==> src/rtl/music_box_pkg.sv <==
// rtl/music_box_pkg.sv - shared constants, types and helpers for the key tone generator
package music_box_pkg;

  localparam int NUM_KEYS = 6;
  localparam int SAMPLE_W = 16;

  // Element 0 is C4; clocks per half-cycle at 50 MHz.
  localparam logic [NUM_KEYS-1:0][31:0] DEFAULT_HALF_PERIOD = {
    32'd56818, 32'd63776, 32'd71586, 32'd75843, 32'd85131, 32'd95556
  };

  typedef logic signed [SAMPLE_W-1:0]      sample_t;
  typedef logic [NUM_KEYS-1:0]             keys_t;
  typedef logic [$clog2(NUM_KEYS+1)-1:0]   count_t;

  function automatic count_t popcount(keys_t k);
    count_t n;
    n = '0;
    for (int i = 0; i < NUM_KEYS; i++) begin
      n = n + count_t'(k[i]);
    end
    return n;
  endfunction

endpackage

==> src/rtl/music_key_tone_generator_if.sv <==
// rtl/music_key_tone_generator_if.sv - key vector in, mixed PCM sample stream out
interface music_key_tone_generator_if;
  import music_box_pkg::*;

  keys_t   keyPressed;
  sample_t sample_out;
  logic    sample_valid;
  count_t  active_count;

  modport master (
    output keyPressed,
    input  sample_out,
    input  sample_valid,
    input  active_count
  );

  modport slave (
    input  keyPressed,
    output sample_out,
    output sample_valid,
    output active_count
  );

endinterface

==> src/rtl/tone_voice.sv <==
// rtl/tone_voice.sv - one fixed-pitch square-wave voice, re-armed high whenever disabled
module tone_voice #(
  parameter int HALF_PERIOD = 16,
  parameter int CNT_W       = 17
) (
  input  logic clk_i,
  input  logic rst_i,
  input  logic en_i,
  output logic level_o
);

  if (HALF_PERIOD < 1 || HALF_PERIOD > (2 ** CNT_W)) begin : g_bad_half_period
    $fatal(1, "tone_voice: HALF_PERIOD does not fit in CNT_W bits");
  end

  localparam logic [CNT_W-1:0] LAST = CNT_W'(HALF_PERIOD - 1);

  logic [CNT_W-1:0] cnt_q, cnt_d;
  logic             level_q, level_d;

  always_comb begin
    cnt_d   = cnt_q + CNT_W'(1);
    level_d = level_q;
    if (!en_i) begin
      cnt_d   = '0;
      level_d = 1'b1;
    end else if (cnt_q == LAST) begin
      cnt_d   = '0;
      level_d = ~level_q;
    end
  end

  always_ff @(posedge clk_i) begin
    if (rst_i) begin
      cnt_q   <= '0;
      level_q <= 1'b1;
    end else begin
      cnt_q   <= cnt_d;
      level_q <= level_d;
    end
  end

  assign level_o = level_q;

endmodule

==> src/rtl/music_key_tone_generator.sv <==
// rtl/music_key_tone_generator.sv - per-key square voices mixed into a strobed signed sample stream
module music_key_tone_generator
  import music_box_pkg::*;
#(
  parameter int                          CNT_W       = 17,
  parameter logic [NUM_KEYS-1:0][31:0]   HALF_PERIOD = DEFAULT_HALF_PERIOD,
  parameter int                          SAMPLE_DIV  = 1042,
  parameter int                          AMPLITUDE   = 4096
) (
  input  logic                      clock_50Mhz,
  input  logic                      reset,
  music_key_tone_generator_if.slave io
);

  if (NUM_KEYS * AMPLITUDE > 32767) begin : g_amp_too_big
    $fatal(1, "music_key_tone_generator: NUM_KEYS*AMPLITUDE overflows the sample");
  end

  localparam int      DIV_W = (SAMPLE_DIV > 1) ? $clog2(SAMPLE_DIV) : 1;
  localparam sample_t AMP   = sample_t'(AMPLITUDE);

  keys_t            key_q;
  keys_t            level;
  logic [DIV_W-1:0] div_q, div_d;
  logic             strobe;
  sample_t          mix;
  sample_t          sample_q, sample_d;
  logic             valid_q;
  count_t           count_q;

  for (genvar g = 0; g < NUM_KEYS; g++) begin : g_voice
    tone_voice #(
      .HALF_PERIOD (HALF_PERIOD[g]),
      .CNT_W       (CNT_W)
    ) u_voice (
      .clk_i   (clock_50Mhz),
      .rst_i   (reset),
      .en_i    (key_q[g]),
      .level_o (level[g])
    );
  end

  always_comb begin
    strobe = (div_q == DIV_W'(SAMPLE_DIV - 1));
    div_d  = strobe ? '0 : div_q + DIV_W'(1);
  end

  // Uses the levels present in the strobe cycle, so a voice toggling on that edge counts pre-toggle.
  always_comb begin
    mix = '0;
    for (int i = 0; i < NUM_KEYS; i++) begin
      if (key_q[i]) begin
        mix = level[i] ? (mix + AMP) : (mix - AMP);
      end
    end
    sample_d = strobe ? mix : sample_q;
  end

  always_ff @(posedge clock_50Mhz) begin
    if (reset) begin
      key_q    <= '0;
      div_q    <= '0;
      sample_q <= '0;
      valid_q  <= 1'b0;
      count_q  <= '0;
    end else begin
      key_q    <= io.keyPressed;
      div_q    <= div_d;
      sample_q <= sample_d;
      valid_q  <= strobe;
      count_q  <= popcount(key_q);
    end
  end

  assign io.sample_out   = sample_q;
  assign io.sample_valid = valid_q;
  assign io.active_count = count_q;

endmodule

==> src/flat_wrapper.sv <==
// flat-port wrapper written by rule: the top's interface ports become plain ports
module music_key_tone_generator_flat import music_box_pkg::*;
#(
  parameter int                          CNT_W       = 17,
  parameter logic [NUM_KEYS-1:0][31:0]   HALF_PERIOD = DEFAULT_HALF_PERIOD,
  parameter int                          SAMPLE_DIV  = 1042,
  parameter int                          AMPLITUDE   = 4096
)
  (clock_50Mhz, reset, io_keyPressed, io_sample_out, io_sample_valid, io_active_count);
  music_key_tone_generator_if io_i ();
  input  logic clock_50Mhz;
  input  logic reset;
  input wire logic [$bits(io_i.keyPressed)-1:0] io_keyPressed;
  output wire logic [$bits(io_i.sample_out)-1:0] io_sample_out;
  output wire logic [$bits(io_i.sample_valid)-1:0] io_sample_valid;
  output wire logic [$bits(io_i.active_count)-1:0] io_active_count;
  assign io_i.keyPressed = io_keyPressed;
  assign io_sample_out = io_i.sample_out;
  assign io_sample_valid = io_i.sample_valid;
  assign io_active_count = io_i.active_count;
  music_key_tone_generator #(.CNT_W(CNT_W), .HALF_PERIOD(HALF_PERIOD), .SAMPLE_DIV(SAMPLE_DIV), .AMPLITUDE(AMPLITUDE)) u_core (.clock_50Mhz(clock_50Mhz), .reset(reset), .io(io_i));
endmodule
==> config.mk <==
export PLATFORM = sky130hd
export DESIGN_NAME = music_key_tone_generator_flat
export DESIGN_NICKNAME = d
export VERILOG_FILES = /design/src/rtl/music_box_pkg.sv /design/src/rtl/music_key_tone_generator_if.sv /design/src/rtl/tone_voice.sv /design/src/rtl/music_key_tone_generator.sv /design/src/flat_wrapper.sv
export SDC_FILE = /design/constraint.sdc
export NUM_CORES = 1
export LEC_CHECK = 0
export CORE_UTILIZATION = 58
export DETAILED_ROUTE_END_ITERATION = 7
export GPL_ROUTABILITY_DRIVEN = 0
export GPL_TIMING_DRIVEN = 0
export PLACE_DENSITY_LB_ADDON = 0.05
export SYNTH_ARGS = -nofsm -noshare
export SYNTH_HDL_FRONTEND = slang
export SYNTH_SLANG_ARGS = --single-unit
==> constraint.sdc <==
create_clock -name clock_50Mhz -period 6.4 [get_ports clock_50Mhz]
set_clock_uncertainty 0.2 [all_clocks]
set_input_delay 1.28 -clock clock_50Mhz [delete_from_list [all_inputs] [get_ports clock_50Mhz]]
set_output_delay 1.28 -clock clock_50Mhz [all_outputs]
set_load 0.05 [all_outputs]
==> run_results.csv, run 1 <==
group,metric,value,unit
outcome,outcome,"finished, final reports clean",
clock_network,path_clk_slew,60,ps
power_and_ir_drop,combPwrFrac,5.5,%
synth,yosysWarnings,0,
synth,synth_ff_type,"dfxtp_1",
worst_setup_path,r2r_cells,26,
grt,grt_usage,21.53,%
floorplan,io_pins,28,
synth,yosys_register_bits,133,
synth,async_flop_share,0,%
power_and_ir_drop,swShare,21.24,%
power_and_ir_drop,power_frac_clock,49.2,%
worst_setup_path,worstPathArrival,5810,ps
grt,antenna_found_initial,0,
worst_setup_path,start_kind,"flop",
timing,timing.fmax,178.0,MHz
synth,avgSynthCellArea,8.822,µm²
route,dr.pass1.iters,4,
synth,postSynthCellCount,704,
placed_design,portBuffers,15,
power_and_ir_drop,leakagePower,2.624,nW
timing,relSlewSlack,64.90,%
worst_setup_path,reg2reg_from,"u_core.key_q[0]",
hold_path,hold_start,"u_core.g_voice[1].u_voice.cnt_q[0]",
placed_design,dp_hpwl,7668,µm
power_and_ir_drop,seqPwrFrac,45.4,%
floorplan,die_y,105.5,µm
cells_and_area,final_core_util,68.76,%
hold_path,hold_depth,1,
route,drtIter0Drc,174,
clock_network,hold_buffers,0,
timing,hold_violations,0,
route,drt_wl_total,10810,µm
job,drv_cap,0,
clock_network,cts.sinks,133,
floorplan,core.rowCount,37,
power_and_ir_drop,internal_power,0.001465,W
floorplan,start_util,59.89,%
grt,grt_pass1_vias,4523,
route,drtAntennaViolNets,0,
cells_and_area,syn_to_final_growth,14.81,%
floorplan,fp.dieArea,0.01113,mm²
power_and_ir_drop,p_sw,0.0003951,W
clock_network,cts_resized,0,
route,wl_per_cell,12.07,µm
worst_setup_path,crit_type,"flop to flop",
synth,synth_edf_count,0,
floorplan,dieWidth,105.5,µm
clock_network,clk_path_buf_depth,2,
timing,setup_violations,0,
clock_network,cts_tree,"yes",
hold_path,hp-class,"flop to flop",
floorplan,core,0.01037,mm²
clock_network,htreeDepth,4,
grt,globalRouteOverflowTotal,0,
worst_setup_path,crit_fanout,6,
timing,worst_pin_slew,524.9,ps
power_and_ir_drop,cellPowerDensity,260.9,mW/mm²
cells_and_area,nNetsFinal,787,
synth,ys_seq_area_share,42.87,%
route,drc,0,
route,vias_per_cell,5.135,
power_and_ir_drop,total_power,0.001860,W
placed_design,pre_cts_slack,864.4,ps
timing,slew_viol_final,0,
clock_network,root_buffer,"clkbuf_8",
synth,syn_area,0.006211,mm²
timing,final.setup.worst_slack,782.2,ps
cells_and_area,n_fill_cell,837,
grt,grt_pass1_wl,19230,µm
synth,synth.lib_cells_used.distinct,44,
worst_setup_path,r2r_setup_slack,780,ps
power_and_ir_drop,ir_drop,0.2103,mV
worst_setup_path,end_kind,"flop",
timing,fin_crit_sh,87.78,%
route,routed-via-count,4601,
hold_path,hold_path_end,"u_core.g_voice[1].u_voice.cnt_q[0]",
worst_setup_path,crit_required,6600,ps
clock_network,postCtsSetupBuffers,0,
cells_and_area,n_antenna_cell,0,
timing,rsz0062_at_grt,"no",
clock_network,cts_made_buffers,17,
grt,grt_max_degree,17,
clock_network,clk_latency,520,ps
timing,period_needed,5618,ps
worst_setup_path,r2r-end,"u_core.io.sample_out[15]",
cells_and_area,drive_above_1_share,6.053,%
timing,setup_tns,0,ps
[worst max path at each step]
stage                     from                  endpoint  slack, ps  depth (start not counted)
3_5_place_dp   u_core.key_q[0]  u_core.io.sample_out[15]        860                         26
4_1_cts        u_core.key_q[0]  u_core.io.sample_out[15]        770                         26
2_1_floorplan  u_core.key_q[0]  u_core.io.sample_out[15]       1260                         22
5_1_grt        u_core.key_q[0]  u_core.io.sample_out[15]        230                         26
3_3_place_gp   u_core.key_q[0]  u_core.io.sample_out[15]        940                         26
6_report       u_core.key_q[0]  u_core.io.sample_out[15]        780                         26
[cell usage after synthesis, types with 4 or more instances]
library cell / n / area (µm²)
a21oi_1: 12 / 60.06
xor2_1: 60 / 525.5
nor4b_1: 9 / 78.83
nor4_1: 8 / 50.05
or3_1: 4 / 25.02
buf_4: 12 / 90.09
xnor2_1: 50 / 437.9
nor2_1: 145 / 544.3
dfxtp_1: 133 / 2663
nand3_1: 45 / 225.2
nand2_1: 59 / 221.5
o21ai_0: 6 / 30.03
and3_1: 14 / 87.58
clkbuf_1: 9 / 33.78
fa_1: 7 / 140.1
mux2i_1: 4 / 40.04
nor2b_1: 14 / 87.58
nand4_1: 20 / 125.1
buf_2: 5 / 25.02
inv_1: 20 / 75.07
and2_1: 5 / 31.28
ha_1: 23 / 287.8
a211oi_1: 4 / 30.03
[layer usage]
layer | vias to the layer above | part of all wire [%] | global-route usage, % | wire [µm]
met1 | 2124 | 47 | 25.36 | 5116
met5 | - | 0 | 0 | 0
li1 | 2405 | - | - | -
met4 | 0 | 1.1 | 6.942 | 122
met2 | 61 | 48 | 36.42 | 5178
met3 | 11 | 3.7 | 7.669 | 395
[stage by stage]
step / area (µm²) / cells / hold slack (ps)
detailed placement: 6573 / 866 / 245.8
global route: 7131 / 896 / 275.2
CTS: 7131 / 896 / 260.6
finish: 7131 / 896 / 254.5
global placement: 6573 / 866 / 228.2
floorplan: 6252 / 715 / 217.5
[sequential cells by signal, indices dropped and copies added (netlist names)]
name and count:
u_core.div_q 11, u_core.g_voice.u_voice.cnt_q 102, u_core.g_voice.u_voice.level_o 6, u_core.io.active_count 3, u_core.io.sample_out 4, u_core.io.sample_valid 1
u_core.key_q 6
[power by group through the flow]
stage	combinational, W	sequential [W]	clock, W
floorplan	0.0000727	0.000868	0
CTS	0.000103	0.000844	0.000937
detailed placement	0.000102	0.000862	0
global placement	0.000100	0.000862	0
finish	0.000102	0.000844	0.000914
global route	0.000114	0.000845	0.000976
[cell usage in the layout, fill, tap and decap left out, types with 9 or more instances in the layout]
cell type,instances
xor2_1,60
ha_1,23
a21oi_1,12
conb_1,12
nand4_1,20
buf_4,12
nand2_1,59
nor2b_1,14
nor4b_1,9
nand3_1,45
clkdlybuf4s50_1,15
clkbuf_1,14
xnor2_1,50
nor2_1,145
and3_1,14
clkbuf_16,16
dfxtp_1,133
inv_1,20
[critical path, stage by stage (launching register included)]
cell	delay (ps)
dfxtp_1	400
nor2b_1	350
xnor2_1	170
ha_1	210
nand2_1	60
mux2i_1	190
a21oi_1	120
ha_1	350
xnor2_1	160
nor2_1	50
a21oi_1	260
inv_1	80
ha_1	330
xor2_1	170
nand2_1	80
o21ai_0	90
ha_1	360
xnor2_1	140
a21oi_1	190
o31ai_1	100
ha_1	350
a21o_1	180
a31oi_1	190
mux2i_1	350
or3_1	160
a21oi_1	50
nand4b_1	170
[cells by family after synthesis]
logic type      share of synthesized area [%]
fa+ha+maj                               6.890
buf+inv                                 3.606
mux                                    0.6447
flops                                   42.87
simple gates                            26.67
compound gates                          3.364
other cells                           0.06038
xor+xnor                                15.89
[area by class of cell]
class | instances | area, µm² | area share [%]
tap | 136 | 170.2 | 2.386
inverter | 20 | 75.07 | 1.053
buffer | 26 | 148.9 | 2.088
clock inverter | 4 | 70.07 | 0.9826
multi-input combinational | 536 | 3366 | 47.20
clock buffer | 26 | 488.0 | 6.843
timing repair buffer | 15 | 150.1 | 2.106
sequential | 133 | 2663 | 37.34
Power figures use the tool's default switching activity.
==> inputs of run 2 (changes only) <==
Clock period 6.4 ns to 6.6 ns, I/O delays scaled along.
==> results of run 2 <==
The final DEF is identical to that of run 1. Status: finished, final reports clean.
Among the figures that moved: setup slack after placement 864.4 ps -> 1064 ps; setup slack after layout 782.2 ps -> 982.2 ps; register-to-register setup slack 780 ps -> 980 ps; total power 0.001860 W -> 0.001804 W; worst IR drop on VDD 0.2103 mV -> 0.2039 mV
